[src/rtl/mips_multicycle_core.sv]
// rtl/mips_multicycle_core.sv - multi-cycle MIPS32 subset core with a unified memory port
// Ports: clk, reset (sync, active-high); mem_req/mem_we/mem_addr/mem_wdata out, mem_rdata/mem_ready in
//        (transfer completes when mem_req && mem_ready); halted (syscall), fault (misalign/undefined/watchdog);
//        dbg_pc mirrors the PC register.
module mips_multicycle_core #(
    parameter logic [31:0] RESET_PC   = 32'h0000_0000,
    parameter int unsigned ADDR_WIDTH = 32,
    parameter int unsigned MAX_WAIT   = 16
) (
    input  logic                  clk,
    input  logic                  reset,
    output logic                  mem_req,
    output logic                  mem_we,
    output logic [ADDR_WIDTH-1:0] mem_addr,
    output logic [31:0]           mem_wdata,
    input  logic [31:0]           mem_rdata,
    input  logic                  mem_ready,
    output logic                  halted,
    output logic                  fault,
    output logic [31:0]           dbg_pc
);
    typedef enum logic [2:0] {S_FETCH, S_DECODE, S_EXEC, S_MEM, S_WB, S_HALT} state_t;

    localparam logic [5:0] OP_RTYPE = 6'h00, OP_J = 6'h02, OP_JAL = 6'h03, OP_BEQ = 6'h04,
                           OP_BNE = 6'h05, OP_ADDI = 6'h08, OP_ADDIU = 6'h09,
                           OP_LW = 6'h23, OP_SW = 6'h2B;
    localparam logic [5:0] FN_JR = 6'h08, FN_SYSCALL = 6'h0C, FN_ADD = 6'h20, FN_ADDU = 6'h21,
                           FN_SUB = 6'h22, FN_SUBU = 6'h23, FN_AND = 6'h24, FN_OR = 6'h25,
                           FN_SLT = 6'h2A;

    state_t      state, state_n;
    logic [31:0] pc, pc_n, ir, a, b, alu_out, alu_n, mdr, target, alu_res;
    logic [31:0] regs [0:31];
    logic [31:0] wait_cnt;
    logic        set_fault, set_halt;

    logic [5:0]  op, funct;
    logic [4:0]  rs, rt, rd, wb_dst;
    logic [31:0] simm, wb_data, addr_next;
    logic        xfer, wd_trip, is_sw;

    assign op      = ir[31:26];
    assign rs      = ir[25:21];
    assign rt      = ir[20:16];
    assign rd      = ir[15:11];
    assign funct   = ir[5:0];
    assign simm    = {{16{ir[15]}}, ir[15:0]};
    assign is_sw   = (op == OP_SW);
    assign xfer    = mem_req && mem_ready;
    // Trips on the wait cycle that brings the counter to MAX_WAIT, so mem_req drops on the following cycle.
    assign wd_trip = (MAX_WAIT != 0) && mem_req && !mem_ready && (wait_cnt == MAX_WAIT - 1);
    assign wb_dst  = (op == OP_RTYPE) ? rd : rt;
    assign wb_data = (op == OP_LW) ? mdr : alu_out;
    assign dbg_pc  = pc;

    always_comb begin
        alu_res = a + simm;
        if (op == OP_RTYPE) begin
            case (funct)
                FN_ADD, FN_ADDU: alu_res = a + b;
                FN_SUB, FN_SUBU: alu_res = a - b;
                FN_AND:          alu_res = a & b;
                FN_OR:           alu_res = a | b;
                FN_SLT:          alu_res = {31'd0, $signed(a) < $signed(b)};
                default:         alu_res = a + b;
            endcase
        end
    end

    always_ff @(posedge clk) begin
        if (reset) state <= S_FETCH;
        else       state <= state_n;
    end

    always_comb begin
        state_n   = state;
        pc_n      = pc;
        alu_n     = alu_out;
        set_fault = 1'b0;
        set_halt  = 1'b0;
        case (state)
            S_FETCH: begin
                if (xfer) begin
                    state_n = S_DECODE;
                    pc_n    = pc + 32'd4;
                end else if (wd_trip) begin
                    state_n   = S_HALT;
                    set_fault = 1'b1;
                end
            end
            S_DECODE: state_n = S_EXEC;
            S_EXEC: begin
                alu_n = alu_res;
                case (op)
                    OP_RTYPE: begin
                        case (funct)
                            FN_ADD, FN_ADDU, FN_SUB, FN_SUBU, FN_AND, FN_OR, FN_SLT: state_n = S_WB;
                            FN_JR: begin
                                state_n = S_FETCH;
                                pc_n    = a;
                            end
                            FN_SYSCALL: begin
                                state_n  = S_HALT;
                                set_halt = 1'b1;
                            end
                            default: begin
                                state_n   = S_HALT;
                                set_fault = 1'b1;
                            end
                        endcase
                    end
                    OP_ADDI, OP_ADDIU: state_n = S_WB;
                    OP_LW, OP_SW: begin
                        if (alu_res[1:0] != 2'b00) begin
                            state_n   = S_HALT;
                            set_fault = 1'b1;
                        end else begin
                            state_n = S_MEM;
                        end
                    end
                    OP_BEQ: begin
                        state_n = S_FETCH;
                        if (a == b) pc_n = target;
                    end
                    OP_BNE: begin
                        state_n = S_FETCH;
                        if (a != b) pc_n = target;
                    end
                    OP_J, OP_JAL: begin
                        state_n = S_FETCH;
                        pc_n    = {pc[31:28], ir[25:0], 2'b00};
                    end
                    default: begin
                        state_n   = S_HALT;
                        set_fault = 1'b1;
                    end
                endcase
            end
            S_MEM: begin
                if (xfer) begin
                    state_n = is_sw ? S_FETCH : S_WB;
                end else if (wd_trip) begin
                    state_n   = S_HALT;
                    set_fault = 1'b1;
                end
            end
            S_WB:    state_n = S_FETCH;
            S_HALT:  state_n = S_HALT;
            default: state_n = S_HALT;
        endcase
    end

    // Port outputs are registered from the next state so a request is already on the bus
    // in the first cycle of FETCH/MEM, which is what makes zero-wait transfers single-cycle.
    assign addr_next = (state_n == S_MEM) ? alu_n : pc_n;

    always_ff @(posedge clk) begin
        if (reset) begin
            pc        <= RESET_PC;
            ir        <= '0;
            a         <= '0;
            b         <= '0;
            alu_out   <= '0;
            mdr       <= '0;
            target    <= '0;
            wait_cnt  <= '0;
            halted    <= 1'b0;
            fault     <= 1'b0;
            mem_req   <= 1'b0;
            mem_we    <= 1'b0;
            mem_addr  <= '0;
            mem_wdata <= '0;
            for (int i = 0; i < 32; i++) regs[i] <= '0;
        end else begin
            pc      <= pc_n;
            alu_out <= alu_n;
            if (state == S_FETCH && xfer) ir <= mem_rdata;
            if (state == S_DECODE) begin
                a      <= regs[rs];
                b      <= regs[rt];
                target <= pc + (simm << 2);
            end
            if (state == S_MEM && xfer && !is_sw) mdr <= mem_rdata;
            if (state == S_EXEC && op == OP_JAL) regs[31] <= pc;
            if (state == S_WB && wb_dst != 5'd0) regs[wb_dst] <= wb_data;

            if (xfer)         wait_cnt <= '0;
            else if (mem_req) wait_cnt <= wait_cnt + 32'd1;

            halted    <= halted | set_halt;
            fault     <= fault | set_fault;
            mem_req   <= (state_n == S_FETCH) || (state_n == S_MEM);
            mem_we    <= (state_n == S_MEM) && is_sw;
            mem_addr  <= addr_next[ADDR_WIDTH-1:0];
            mem_wdata <= b;
        end
    end
endmodule

[config.mk]
export PLATFORM = sky130hd
export DESIGN_NAME = mips_multicycle_core
export DESIGN_NICKNAME = d
export VERILOG_FILES = /design/src/rtl/mips_multicycle_core.sv
export SDC_FILE = /design/constraint.sdc
export NUM_CORES = 2
export LEC_CHECK = 0
export ABC_CLOCK_PERIOD_IN_PS = 5160
export CAP_MARGIN = 10
export CORE_ASPECT_RATIO = 1.4
export CORE_UTILIZATION = 50
export CTS_CLUSTER_SIZE = 14
export DETAILED_ROUTE_END_ITERATION = 10
export PLACE_DENSITY = 0.66
export SKIP_LAST_GASP = 1
export SLEW_MARGIN = 20
export SYNTH_ARGS = -nofsm -noshare
export SYNTH_HDL_FRONTEND = slang
export SYNTH_SLANG_ARGS = --single-unit
[constraint.sdc]
create_clock -name clk -period 5.16 [get_ports clk]
set_clock_uncertainty 0.05 [all_clocks]
set_input_delay 1.548 -clock clk [delete_from_list [all_inputs] [get_ports clk]]
set_output_delay 1.548 -clock clk [all_outputs]
set_load 0.02 [all_outputs]
======== Word level (Yosys, flattened, before mapping) ========
Memories as Yosys holds them, arrays and structs flattened. A register that Yosys moved wholly into a read port is not among the register bits.
Index checks and enable logic that the tools add are counted.
cells by class
  add/subtract/negate cells ............... 6
  order comparisons ....................... 1
  equality and inequality tests ........... 25
  mux-type cells .......................... 41
  bitwise operators ....................... 5
  reduce and logical (&&, ||, !) cells .... 28
operators with widths
  kind                                            number
  two-way mux 32 bit                              10
  one-hot mux 32 bit (4 select lines)             2
  adder 32 bit                                    3
  one-hot mux 32 bit (2 select lines)             1
  == test 6 bit, second input constant            9
  adder 32 x 1 -> 32 bit, second input constant   1
  adder 32 x 3 -> 32 bit, second input constant   1
  bitwise AND 32 bit                              1
  == test 32 bit                                  1
  == test 32 x 4 -> 1 bit, second input constant  1
  < comparator 32 bit                             1
  != test 32 bit                                  1
  OR 32 bit                                       1
  OR reduction 32 bit                             1
  subtractor 32 bit                               1
  == test 6 x 4 -> 1 bit, second input constant   4
  two-way mux 1 bit                               16
  two-way mux 3 bit                               5
  one-hot mux 3 bit (5 select lines)              1
  == test 6 x 2 -> 1 bit, second input constant   2
  == test 6 x 3 -> 1 bit, second input constant   2
  one-hot mux 3 bit (4 select lines)              1
  OR reduction 2 bit                              6
  two-way mux 5 bit                               2
  other kinds (18)                                32
word-level totals
  flip-flop bits (word level) ............. 263
  bits in writable memories ............... 1024
  bits of input ports ..................... 35
  word-level logic and storage cells ...... 120
  memories kept ........................... 1
memory list
  memory  words  bits a word  rd ports  clocked after memory_dff  wr ports  RTL line  source
  regs    32     32           2         2                         32        33        logic [31:0] regs [0:31];

======== Logic depth before layout (Yosys ltp) ========
  word-level depth ........................ 10
  mapped depth ............................ 14
  mapped depth without buffers ............ 13

======== Worst setup path before layout ========
Ideal clock, no wire load.
  kind .................................... input -> register
  start ................................... input port reset
  end ..................................... memory regs[13][0], enable pin
  setup time .............................. 0.389 ns
  arrival ................................. 3.526 ns
  data required time ...................... 4.721 ns
  path slack .............................. 1.194 ns
  stages on the path ...................... 5
  path buffers ............................ 1
  path through ............................ or4_1 -> a21oi_1 -> nand2_1 -> clkbuf_1 -> nand2_1
RTL lines
  element      RTL line  source
  from (decl)  11        input logic reset,
  to (decl)    33

======== Final worst setup path ========
  start ................................... register a[22], read port of regs
  end ..................................... register mem_addr[20]
on the way
  word-level cells in the longest chain between the ends .. 9
  elaborated cells between the ends (all ways) .. 15
  classes of those cells .................. order compare: 1; eq/ne: 3; mux: 10; reduce/logical: 1
ends and longest elaborated chain
  element                              RTL line  source
  from (decl)                          32        logic [31:0] pc, pc_n, ir, a, b, alu_out, alu_n, mdr, target, alu_res;
  < comparator 32 bit                  64        FN_SLT: alu_res = {31'd0, $signed(a) < $signed(b)};
  one-hot mux 32 bit (4 select lines)  59        case (funct)
  two-way mux 32 bit                   58        if (op == OP_RTYPE) begin
  nonzero test 2 bit                   114       if (alu_res[1:0] != 2'b00) begin
  two-way mux 3 bit                    114
  one-hot mux 3 bit (4 select lines)   94        case (op)
  one-hot mux 3 bit (5 select lines)   81        case (state)
  == test 3 x 2 -> 1 bit               155       assign addr_next = (state_n == S_MEM) ? alu_n : pc_n;
  two-way mux 32 bit (*)               155
  to (signal assigned)                 194       mem_addr <= addr_next[ADDR_WIDTH-1:0];
  to (decl)                            14        output logic [ADDR_WIDTH-1:0] mem_addr,
Mark *: on every way between the ends. The rest lies on a longest branch, timed or not.
A chain may end at the register's enable or synchronous reset.

==> impl_metrics.json <==
{
  "run_status": "complete, no violations",
  "worstSetupStartpointType": "flip-flop",
  "critPathArrivalTime_ns": 5.18,
  "vias": 55100,
  "distinct_cell_type_count_after_synthesis": 92,
  "p_leak_nw": 26.6,
  "vdd_drop_max_v": 0.000347,
  "syn_to_final_growth_pct": 13.4,
  "clock_tree.htree_level_count": 4,
  "syn_area_per_cell_um2": 12.3,
  "floorplan.initialDensity_pct": 50.5,
  "fin_worst_hold_slack_ns": 0.403,
  "count_of_input_and_output_buffers": 134,
  "boundaryPins": 135,
  "layout.cell_area.non_filler_um2": 81900,
  "minimum_setup_slack_among_reg_to_reg_paths_ns": 0.63,
  "seq_area_um2": 37300,
  "postCtsSetupRepairBufs": 0,
  "multi_input_comb_area_um2": 33100,
  "number_of_global_route_vias_before_repair": 54100,
  "count_of_tritonroute_iterations_in_the_first_routing_pass": 8,
  "drt-wirelength-per-cell_um": 35.2,
  "preCtsSetupSlack_ns": 0.679,
  "hold_violations": 0,
  "yosys_warnings": 0,
  "synth_seq_area_share_pct": 51.6,
  "die-height_um": 452,
  "min_path_type": "reg -> reg",
  "power.density_nw_per_um2": 332,
  "cts_hold_repair.buffers": 0,
  "critical_path.max_fanout": 9,
  "timing.final.crit_share_pct": 87.8,
  "fp-row-count": 164,
  "wire_length_of_the_first_global_routing_pass_mm": 395,
  "fin_total_pwr_mw": 27.2,
  "cts.clk_slew.worst_paths_ns": 0.07,
  "rr_startpoint": "a[22]$_SDFFE_PP0P_",
  "cts_made_buffers": 140,
  "cts_root_buffer": "sky130_fd_sc_hd__clkbuf_16",
  "tritoncts": "built",
  "timing.max_slew.rel_slack_pct": 19.7,
  "floorplan.die.width_um": 323,
  "post-route-drc-count": 0,
  "layoutNonFillerInstCount": 7990,
  "synth.area.top_cells": "sky130_fd_sc_hd__edfxtp_1, sky130_fd_sc_hd__mux4_2, sky130_fd_sc_hd__dfxtp_1",
  "synthesis.instances": 5891,
  "dr.first_iter.drc_count": 8173,
  "wl_mm": 281,
  "ys_async_sr_fraction_pct": 0,
  "nFillCells": 11600,
  "postLayoutCoreUtil_pct": 57.3,
  "avgViaCountPerCell": 6.89,
  "synth_flop_cell": "sky130_fd_sc_hd__edfxtp_1",
  "yosysTopAreaCellShare_pct": 42.5,
  "synth_largest_area_cell": "sky130_fd_sc_hd__edfxtp_1",
  "timing.hold.worst_path_depth": 2,
  "antenna_left": 0,
  "max_cap_viol_count": 0,
  "max_flop_register": "regs",
  "timing.final.crit_period_ns": 4.53,
  "grt_max_degree": 141,
  "timing.rr.end": "mem_addr[20]$_SDFF_PP0_",
  "critical_path_class": "reg -> reg",
  "grt_setup_unrepaired": "false",
  "syn_area_um2": 72300,
  "setup-tns-final_ns": 0,
  "commonest_non_fill_non_tap_cell_in_the_layout": "sky130_fd_sc_hd__nor2_1",
  "tightest_slew_ns": 1.20,
  "clock_path_buffers": 3,
  "final-setup-viol-count": 0,
  "dp_hpwl_mm": 185,
  "crit_path_end_kind": "flip-flop",
  "synth_edf_count": 1024,
  "placed_cells_incl_taps": 7731,
  "worst_hold_endpoint": "target[7]$_SDFFE_PP0P_",
  "synth-seq-cells": 1351,
  "aggregate_global_routing_overflow": 0,
  "dieArea_um2": 146000,
  "timing_max_transition_violations_final": 0,
  "drive_above_1_share_pct": 21.0,
  "placement.cell_area_um2": 77300,
  "groute.usage.overall_pct": 38.6,
  "fmaxAchievable_ghz": 0.221,
  "hold_start": "target[7]$_SDFFE_PP0P_",
  "cell_count_of_the_worst_reg_to_reg_path": 12,
  "initial_antenna_violation_count": 11,
  "clkLatencyLatePin_ns": 0.82,
  "post-route-worst-setup-slack_ns": 0.629,
  "critical_path_data_required_time_ns": 5.81,
  "layout.cells.most_common_list": "sky130_fd_sc_hd__nor2_1, sky130_fd_sc_hd__edfxtp_1, sky130_fd_sc_hd__mux4_2",
  "design.core.area_um2": 143000,
  "gp_congestion": 0.972,
  "largest_register_ff_count": 1024,
  "clock_sinks": 1351,
  "finalNetCount": 6165,
  "number_of_cells_upsized_or_downsized_after_cts": 0
}
cell type report:
type,count,share of cell area (%)
antenna,2,0.00611
clock buffer,187,4.68
clock inverter,66,0.834
inverter,121,0.554
multi-input combinational,3942,40.5
sequential,1351,45.6
tap,1909,2.92
timing repair buffer,412,4.99
worst max-delay path by stage:
stage                             from                   endpoint  slack [ns]  cells after the start
finish              a[22]$_SDFFE_PP0P_    mem_addr[20]$_SDFF_PP0_        0.63                     12
CTS                 a[22]$_SDFFE_PP0P_    mem_addr[20]$_SDFF_PP0_        0.67                     12
floorplan                        reset  regs[13][0]$_SDFFCE_PN0P_        1.19                      5
detailed placement           mem_ready    mem_addr[21]$_SDFF_PP0_        0.68                      9
global route         a[0]$_SDFFE_PP0P_    mem_addr[28]$_SDFF_PP0_        0.38                     14
global placement    a[27]$_SDFFE_PP0P_    mem_addr[14]$_SDFF_PP0_        0.20                     14
report_power, final:
group / switching, mW / internal (mW) / total (mW)
Combinational: 2.78 / 1.73 / 4.51
Sequential: 0.371 / 12.1 / 12.4
Clock: 4.53 / 5.76 / 10.3
Total: 7.68 / 19.5 / 27.2
per-layer routing:
layer	part of all wire, %	routed length (um)	global-route usage (%)	vias up
met1	33	92000	45.5	27600
met4	7.7	21600	24.7	14
met3	11	31800	8.94	1029
li1	-	-	-	22300
met2	48	135000	63.5	4130
met5	0.034	96	0	-
cell usage after synthesis (all sizes together), types with 26 or more instances:
| master | number |
|---|---|
| nor2 | 1284 |
| edfxtp | 1024 |
| mux4 | 640 |
| nand2 | 428 |
| clkbuf | 414 |
| dfxtp | 327 |
| a21oi | 271 |
| ha | 158 |
| o21ai | 157 |
| inv | 119 |
| mux2i | 113 |
| a211oi | 112 |
| buf | 94 |
| nand3 | 58 |
| xnor2 | 55 |
| nor3 | 48 |
| xor2 | 37 |
| a21o | 35 |
| nand4 | 35 |
| and3 | 28 |
| nand2b | 26 |
| o211ai | 26 |
critical path: stages (launching register included):
cell and delay [ns]:
sky130_fd_sc_hd__dfxtp_1 0.47, sky130_fd_sc_hd__inv_1 0.08, sky130_fd_sc_hd__ha_1 0.42, sky130_fd_sc_hd__or4_4 0.63
sky130_fd_sc_hd__nor4_2 0.50, sky130_fd_sc_hd__and4_4 0.37, sky130_fd_sc_hd__xnor2_2 0.13, sky130_fd_sc_hd__a21oi_1 0.48
sky130_fd_sc_hd__nand2_1 0.49, sky130_fd_sc_hd__nand3_1 0.21, sky130_fd_sc_hd__o21ai_0 0.11, sky130_fd_sc_hd__o21a_1 0.22
sky130_fd_sc_hd__mux2_2 0.25
logic make-up (layout without fill, tap and decap cells):
family,after synthesis,count (layout),share of synthesized area (%)
and+or+nand+nor,2037,2037,11.7
adders and majority gates,162,162,2.85
buffers and inverters,629,786,3.33
AOI/OAI and AO/OA,861,861,7.83
xor gates and xnor gates,92,92,1.13
muxes,758,758,21.6
DFF,1351,1351,51.6
other,1,34,0.00519
Power figures use the tool's default switching activity.
